File: src/rtl/cpu5_ifetch_pkg.sv
// Shared constants and helpers for the cpu5 instruction fetch unit.
// Defaults match the core-wide definitions.
package cpu5_ifetch_pkg;

   localparam int unsigned CPU5_OPCODE_SIZE = 7;
   localparam int unsigned CPU5_INSTR_WIDTH = 32;
   localparam int unsigned CPU5_ADDR_WIDTH  = 32;
   localparam logic [31:0] CPU5_RESET_PC    = 32'h0000_0000;

   function automatic logic [CPU5_OPCODE_SIZE-1:0] opcode_of(
      input logic [CPU5_INSTR_WIDTH-1:0] ins
   );
      return ins[CPU5_OPCODE_SIZE-1:0];
   endfunction

endpackage

File: src/rtl/cpu5_ifetch_fifo.sv
// Small synchronous FIFO with flush.
// The head entry is read straight from storage.
module cpu5_ifetch_fifo #(
   parameter int unsigned WIDTH = 64,
   parameter int unsigned DEPTH = 2,
   localparam int unsigned CW = $clog2(DEPTH + 1),
   localparam int unsigned PW = (DEPTH > 1) ? $clog2(DEPTH) : 1
) (
   input  logic             clk,
   input  logic             reset,
   input  logic             flush,
   input  logic             push,
   input  logic [WIDTH-1:0] wdata,
   input  logic             pop,
   output logic [WIDTH-1:0] rdata,
   output logic             full,
   output logic             empty,
   output logic [CW-1:0]    count
);

   logic [WIDTH-1:0] mem [DEPTH];
   logic [PW-1:0]    rd_ptr;
   logic [PW-1:0]    wr_ptr;
   logic             do_push;
   logic             do_pop;

   function automatic logic [PW-1:0] next_ptr(input logic [PW-1:0] p);
      return (p == PW'(DEPTH - 1)) ? '0 : p + PW'(1);
   endfunction

   assign full    = (count == CW'(DEPTH));
   assign empty   = (count == '0);
   assign do_push = push && !full;
   assign do_pop  = pop && !empty;
   assign rdata   = mem[rd_ptr];

   always_ff @(posedge clk) begin
      if (reset || flush) begin
         rd_ptr <= '0;
         wr_ptr <= '0;
         count  <= '0;
      end else begin
         if (do_push) wr_ptr <= next_ptr(wr_ptr);
         if (do_pop)  rd_ptr <= next_ptr(rd_ptr);
         count <= count + CW'(do_push) - CW'(do_pop);
      end
   end

   always_ff @(posedge clk) begin
      if (do_push && !flush && !reset) mem[wr_ptr] <= wdata;
   end

   // The upstream credit scheme must never let a write land on a full buffer.
   push_when_full: assert property (@(posedge clk) disable iff (reset) !(push && full));

endmodule

File: src/rtl/cpu5_ifetch.sv
// cpu5 instruction fetch: PC, request credits, stale-response dropping and
// the instruction buffer that feeds decode.
module cpu5_ifetch
   import cpu5_ifetch_pkg::*;
#(
   parameter int unsigned           ADDR_WIDTH = CPU5_ADDR_WIDTH,
   parameter logic [ADDR_WIDTH-1:0] RESET_PC   = ADDR_WIDTH'(CPU5_RESET_PC),
   parameter int unsigned           DEPTH      = 2
) (
   input  logic                        clk,
   input  logic                        reset,
   output logic                        imem_req_valid,
   input  logic                        imem_req_ready,
   output logic [ADDR_WIDTH-1:0]       imem_addr,
   input  logic                        imem_rsp_valid,
   input  logic [CPU5_INSTR_WIDTH-1:0] imem_rsp_data,
   input  logic                        redirect_valid,
   input  logic [ADDR_WIDTH-1:0]       redirect_pc,
   output logic                        instr_valid,
   input  logic                        instr_ready,
   output logic [CPU5_INSTR_WIDTH-1:0] instr,
   output logic [ADDR_WIDTH-1:0]       instr_pc,
   output logic [CPU5_OPCODE_SIZE-1:0] dec_op
);

   localparam int unsigned CW = $clog2(DEPTH + 1);
   localparam int unsigned EW = ADDR_WIDTH + CPU5_INSTR_WIDTH;

   logic [ADDR_WIDTH-1:0] pc;
   logic [ADDR_WIDTH-1:0] rsp_pc;
   logic [ADDR_WIDTH-1:0] target_pc;
   logic [CW-1:0]         inflight;
   logic [CW-1:0]         drop;
   logic [CW-1:0]         count;
   logic [CW:0]           credit_used;
   logic                  req_fire;
   logic                  rsp_fire;
   logic                  push;
   logic                  pop;
   logic                  full;
   logic                  empty;
   logic [EW-1:0]         wdata;
   logic [EW-1:0]         rdata;

   assign target_pc   = {redirect_pc[ADDR_WIDTH-1:2], 2'b00};
   assign credit_used = {1'b0, count} + {1'b0, inflight};

   // Buffered plus in-flight fetches never exceed the buffer size, so every
   // response always has a slot to land in.
   assign imem_req_valid = !reset && !redirect_valid && (credit_used < (CW + 1)'(DEPTH));
   assign imem_addr      = pc;
   assign req_fire       = imem_req_valid && imem_req_ready;
   assign rsp_fire       = imem_rsp_valid && (inflight != '0);
   assign push           = rsp_fire && !redirect_valid && (drop == '0) && !reset;
   assign wdata          = {rsp_pc, imem_rsp_data};

   assign instr_valid      = !empty;
   assign pop              = instr_valid && instr_ready;
   assign {instr_pc, instr} = rdata;
   assign dec_op           = opcode_of(instr);

   always_ff @(posedge clk) begin
      if (reset) begin
         pc       <= RESET_PC;
         rsp_pc   <= RESET_PC;
         inflight <= '0;
         drop     <= '0;
      end else begin
         inflight <= inflight + CW'(req_fire) - CW'(rsp_fire);
         if (redirect_valid) begin
            pc     <= target_pc;
            rsp_pc <= target_pc;
            // Everything still outstanding after this cycle belongs to the old stream.
            drop   <= inflight - CW'(rsp_fire);
         end else begin
            if (req_fire) pc <= pc + ADDR_WIDTH'(4);
            if (rsp_fire) begin
               if (drop != '0) drop <= drop - CW'(1);
               else            rsp_pc <= rsp_pc + ADDR_WIDTH'(4);
            end
         end
      end
   end

   cpu5_ifetch_fifo #(
      .WIDTH (EW),
      .DEPTH (DEPTH)
   ) u_fifo (
      .clk   (clk),
      .reset (reset),
      .flush (redirect_valid),
      .push  (push),
      .wdata (wdata),
      .pop   (pop),
      .rdata (rdata),
      .full  (full),
      .empty (empty),
      .count (count)
   );

endmodule

File: config.mk
export PLATFORM = sky130hd
export DESIGN_NAME = cpu5_ifetch
export DESIGN_NICKNAME = d
export VERILOG_FILES = /design/src/rtl/cpu5_ifetch_pkg.sv /design/src/rtl/cpu5_ifetch_fifo.sv /design/src/rtl/cpu5_ifetch.sv
export SDC_FILE = /design/constraint.sdc
export NUM_CORES = 1
export LEC_CHECK = 0
export BUFFER_PORTS_ARGS = -buffer_cell sky130_fd_sc_hd__clkbuf_2
export CORE_MARGIN = 5
export CORE_UTILIZATION = 55
export CTS_CLUSTER_SIZE = 16
export DETAILED_ROUTE_END_ITERATION = 10
export PLACE_DENSITY_LB_ADDON = 0.15
export SLEW_MARGIN = 10
export SYNTH_ARGS = -nofsm -noshare
export SYNTH_HDL_FRONTEND = slang
export SYNTH_SLANG_ARGS = --single-unit
File: constraint.sdc
create_clock -name clk -period 10 [get_ports clk]
set_input_delay 1 -clock clk [delete_from_list [all_inputs] [get_ports clk]]
set_output_delay 1 -clock clk [all_outputs]
set_load 0.02 [all_outputs]
==> impl_metrics.csv <==
group,metric,value,unit
global_routing,grt_pass1_wl,33100,um
placed_design,dp_hpwl,14800,um
worst_setup_path,crit_arrival,3440,ps
clocking,clk_path_buf_depth,2,
power,ir_drop,0.118,mV
timing,tightestPinTransition,1180,ps
clocking,cts_tree,"yes",
floorplan,ios,175,
synth,synth.distinct_cells,59,
route,dr.pass1.iters,5,
worst_setup_path,path_class,"primary input to flop",
timing,setup_viol,0,
route,vias_per_cell,5.97,
route,vias,6509,
placed_design,gp_congestion,0.887,
floorplan,initial_core_util,0.554,
placed_design,dp.cells,1059,
route,drt_wl_total,20900,um
clocking,postCtsSetupRepairBufs,0,
synth,synth_top_area_cell,"edfxtp_1",
global_routing,gr-total-overflow,0,
timing,hold_viol,0,
cells_and_area,nets,941,
synth,synth-seq-area-share,0.587,
clocking,cts_hold_buf,0,
timing,final_max_slew_viol_count,0,
synth,synthArstFlopShare,0,
power,p_leak,3.71,nW
timing,slew_headroom,0.206,
synth,syn_area_per_cell,12.2,sq um
timing,finClkSkew,8.54,ps
synth,synth_seq_cells,193,
timing,rsz0062_at_grt,"false",
synth,synth.area.top_cells,"edfxtp_1 (43%), dfxtp_1 (16%), mux2_2 (8.0%)",
clocking,clk_root_buffer_cell,"clkbuf_16",
worst_setup_path,required,10060,ps
cells_and_area,drive_gt1_frac,0.319,
synth,postSynthCellCount,711,
status,status,"finished, final reports clean",
clocking,path_clk_slew,70,ps
global_routing,grt_pass1_vias,6475,
run,drv_cap,0,
worst_setup_path,worst-path-max-fanout,62,
route,drc,0,
floorplan,die_area,18400,sq um
timing,fmax,295,MHz
hold_path,hold_path_class,"flop to flop",
floorplan,die_h,136,um
global_routing,antenna_found_initial,0,
worst_setup_path,critPathLaunchType,"primary input",
global_routing,grt_use_total,0.228,
global_routing,grt_start_max_net_pins,63,
worst_setup_path,cp-end-kind,"flop",
floorplan,coreArea,15700,sq um
route,antenna_left,0,
synth,synth_edf_count,124,
clocking,htree_levels,4,
clocking,clk_latency,430,ps
synth,ys_warn_count,0,
synth,synth_commonest_cells,"edfxtp_1 (124), dfxtp_1 (69), mux2_2 (62)",
floorplan,dieWidth,136,um
clocking,cts_sinks,193,
synth,syn_area,8700,sq um
synth,synth_ff_type,"edfxtp_1",
synth,synth.most_common_cell,"edfxtp_1",
route,drt_iter0_markers,323,
placed_design,io_buffers,168,
floorplan,num_rows,46,
clocking,cts_buffers,17,
cells_and_area,finalNonFillerCells,1091,
synth,yosysTopAreaCellShare,0.428,
route,wire_per_inst,19.2,um
cells_and_area,diodes,0,
cells_and_area,syn2layout_area_growth,17.9,%
timing,period_share,0.338,
power,powerDensity,174,nW/um^2
timing,timing.final.crit_period,3380,ps
clocking,post_cts_resized,0,
timing,setup_tns,0,ps
## power by group
group / switching, mW / leakage [nW] / total, mW / internal, mW
combinational: 0.122 / 1.73 / 0.200 / 0.0782
clock: 0.292 / 0.283 / 0.666 / 0.373
sequential: 0.0399 / 1.70 / 0.920 / 0.880
## final timing paths
| path | start | to | slack (ps) | cells after the start |
|---|---|---|---|---|
| worst max register to register | inflight[0] | inflight[1] | 6720 | 12 |
| worst min register to register | rsp_pc[26] | u_fifo.mem[0][58] | 520 | 0 |
| worst min-delay path | rsp_pc[26] | u_fifo.mem[0][58] | 520 | 0 |
| worst max-delay path | redirect_valid | u_fifo.mem[1][59] | 6620 | 7 |
## layer usage
| metal | GRT usage | routed length (um) | part of all wire | vias to the layer above |
|---|---|---|---|---|
| li1 | - | - | - | 3068 |
| met1 | 0.306 | 9100 | 0.44 | 3156 |
| met2 | 0.375 | 10000 | 0.48 | 253 |
| met3 | 0.0457 | 1440 | 0.069 | 32 |
| met4 | 0.0728 | 346 | 0.017 | 0 |
| met5 | 0 | 0 | 0 | - |
## metrics by stage
stage / hold WS [ps] / cell area, sq um / setup slack (ps) / total power [mW] / util
floorplan: 449 / 8710 / 1440 / 1.06 / -
global placement: 487 / 9670 / 6200 / 1.13 / 0.615
detailed placement: 503 / 9670 / 6170 / 1.13 / 0.615
CTS: 521 / 10300 / 6630 / 1.80 / 0.652
global route: 538 / 10300 / 6480 / 1.86 / 0.652
finish: 519 / 10300 / 6620 / 1.79 / 0.652
## worst max-delay path, stage by stage
cell and delay, ps:
clkbuf_2 80, buf_4 320, or3b_2 600, or2_0 380, nor2_1 220, and2_2 160
buf_4 600
## placed cells by master (no fill, tap or decap), types with 3 or more instances in the layout
cell,Yosys,routed
a311oi_1,14,14
o31ai_1,9,9
and3_1,12,12
nand4_1,23,23
a31oi_1,8,8
conb_1,1,4
or3_1,4,4
clkbuf_16,0,17
a211oi_1,16,16
xnor2_1,17,17
mux2_2,62,62
clkinv_4,0,3
nor2_1,24,24
clkbuf_2,1,168
nor2b_1,12,12
and2_1,7,6
a21boi_0,11,11
xor2_1,9,9
and4_1,21,21
nand2_1,36,36
o21a_1,12,12
nor4b_1,3,3
buf_4,11,7
o211ai_1,5,5
or4_1,12,12
a21oi_1,8,8
nor4_2,2,3
dfxtp_1,69,68
o21ai_0,15,15
nor3_1,31,31
inv_6,0,4
nor3b_1,3,3
edfxtp_1,124,124
nor4_1,21,20
inv_1,18,18
nand3_1,17,17
o31a_1,7,7
ha_1,8,8
## logic make-up after synthesis
family,synth area share
buffers and inverters,0.0331
adder cells (fa/ha/maj),0.0138
other,0.000431
multiplexers,0.0814
XOR/XNOR,0.0262
AND/OR/NAND/NOR,0.158
AO/OA/AOI/OAI,0.0998
flip-flops,0.587
## final cells by class
type	count	area, sq um
inverters	19	71.3
fillers	1253	5460
flip-flops and latches	193	5110
well taps	216	270
repair buffers	175	893
clock inverters	13	154
multi-input cells	456	3320
clock buffers	19	433
## state kept, by name, indices dropped and copies added (netlist names), named ones only
signal	cells
u_fifo.mem	124
u_fifo.rd_ptr	1
u_fifo.count	2
imem_addr	30
drop	2
rsp_pc	30
inflight	2
u_fifo.wr_ptr	1
No activity file was read; power rests on OpenSTA's default activity.
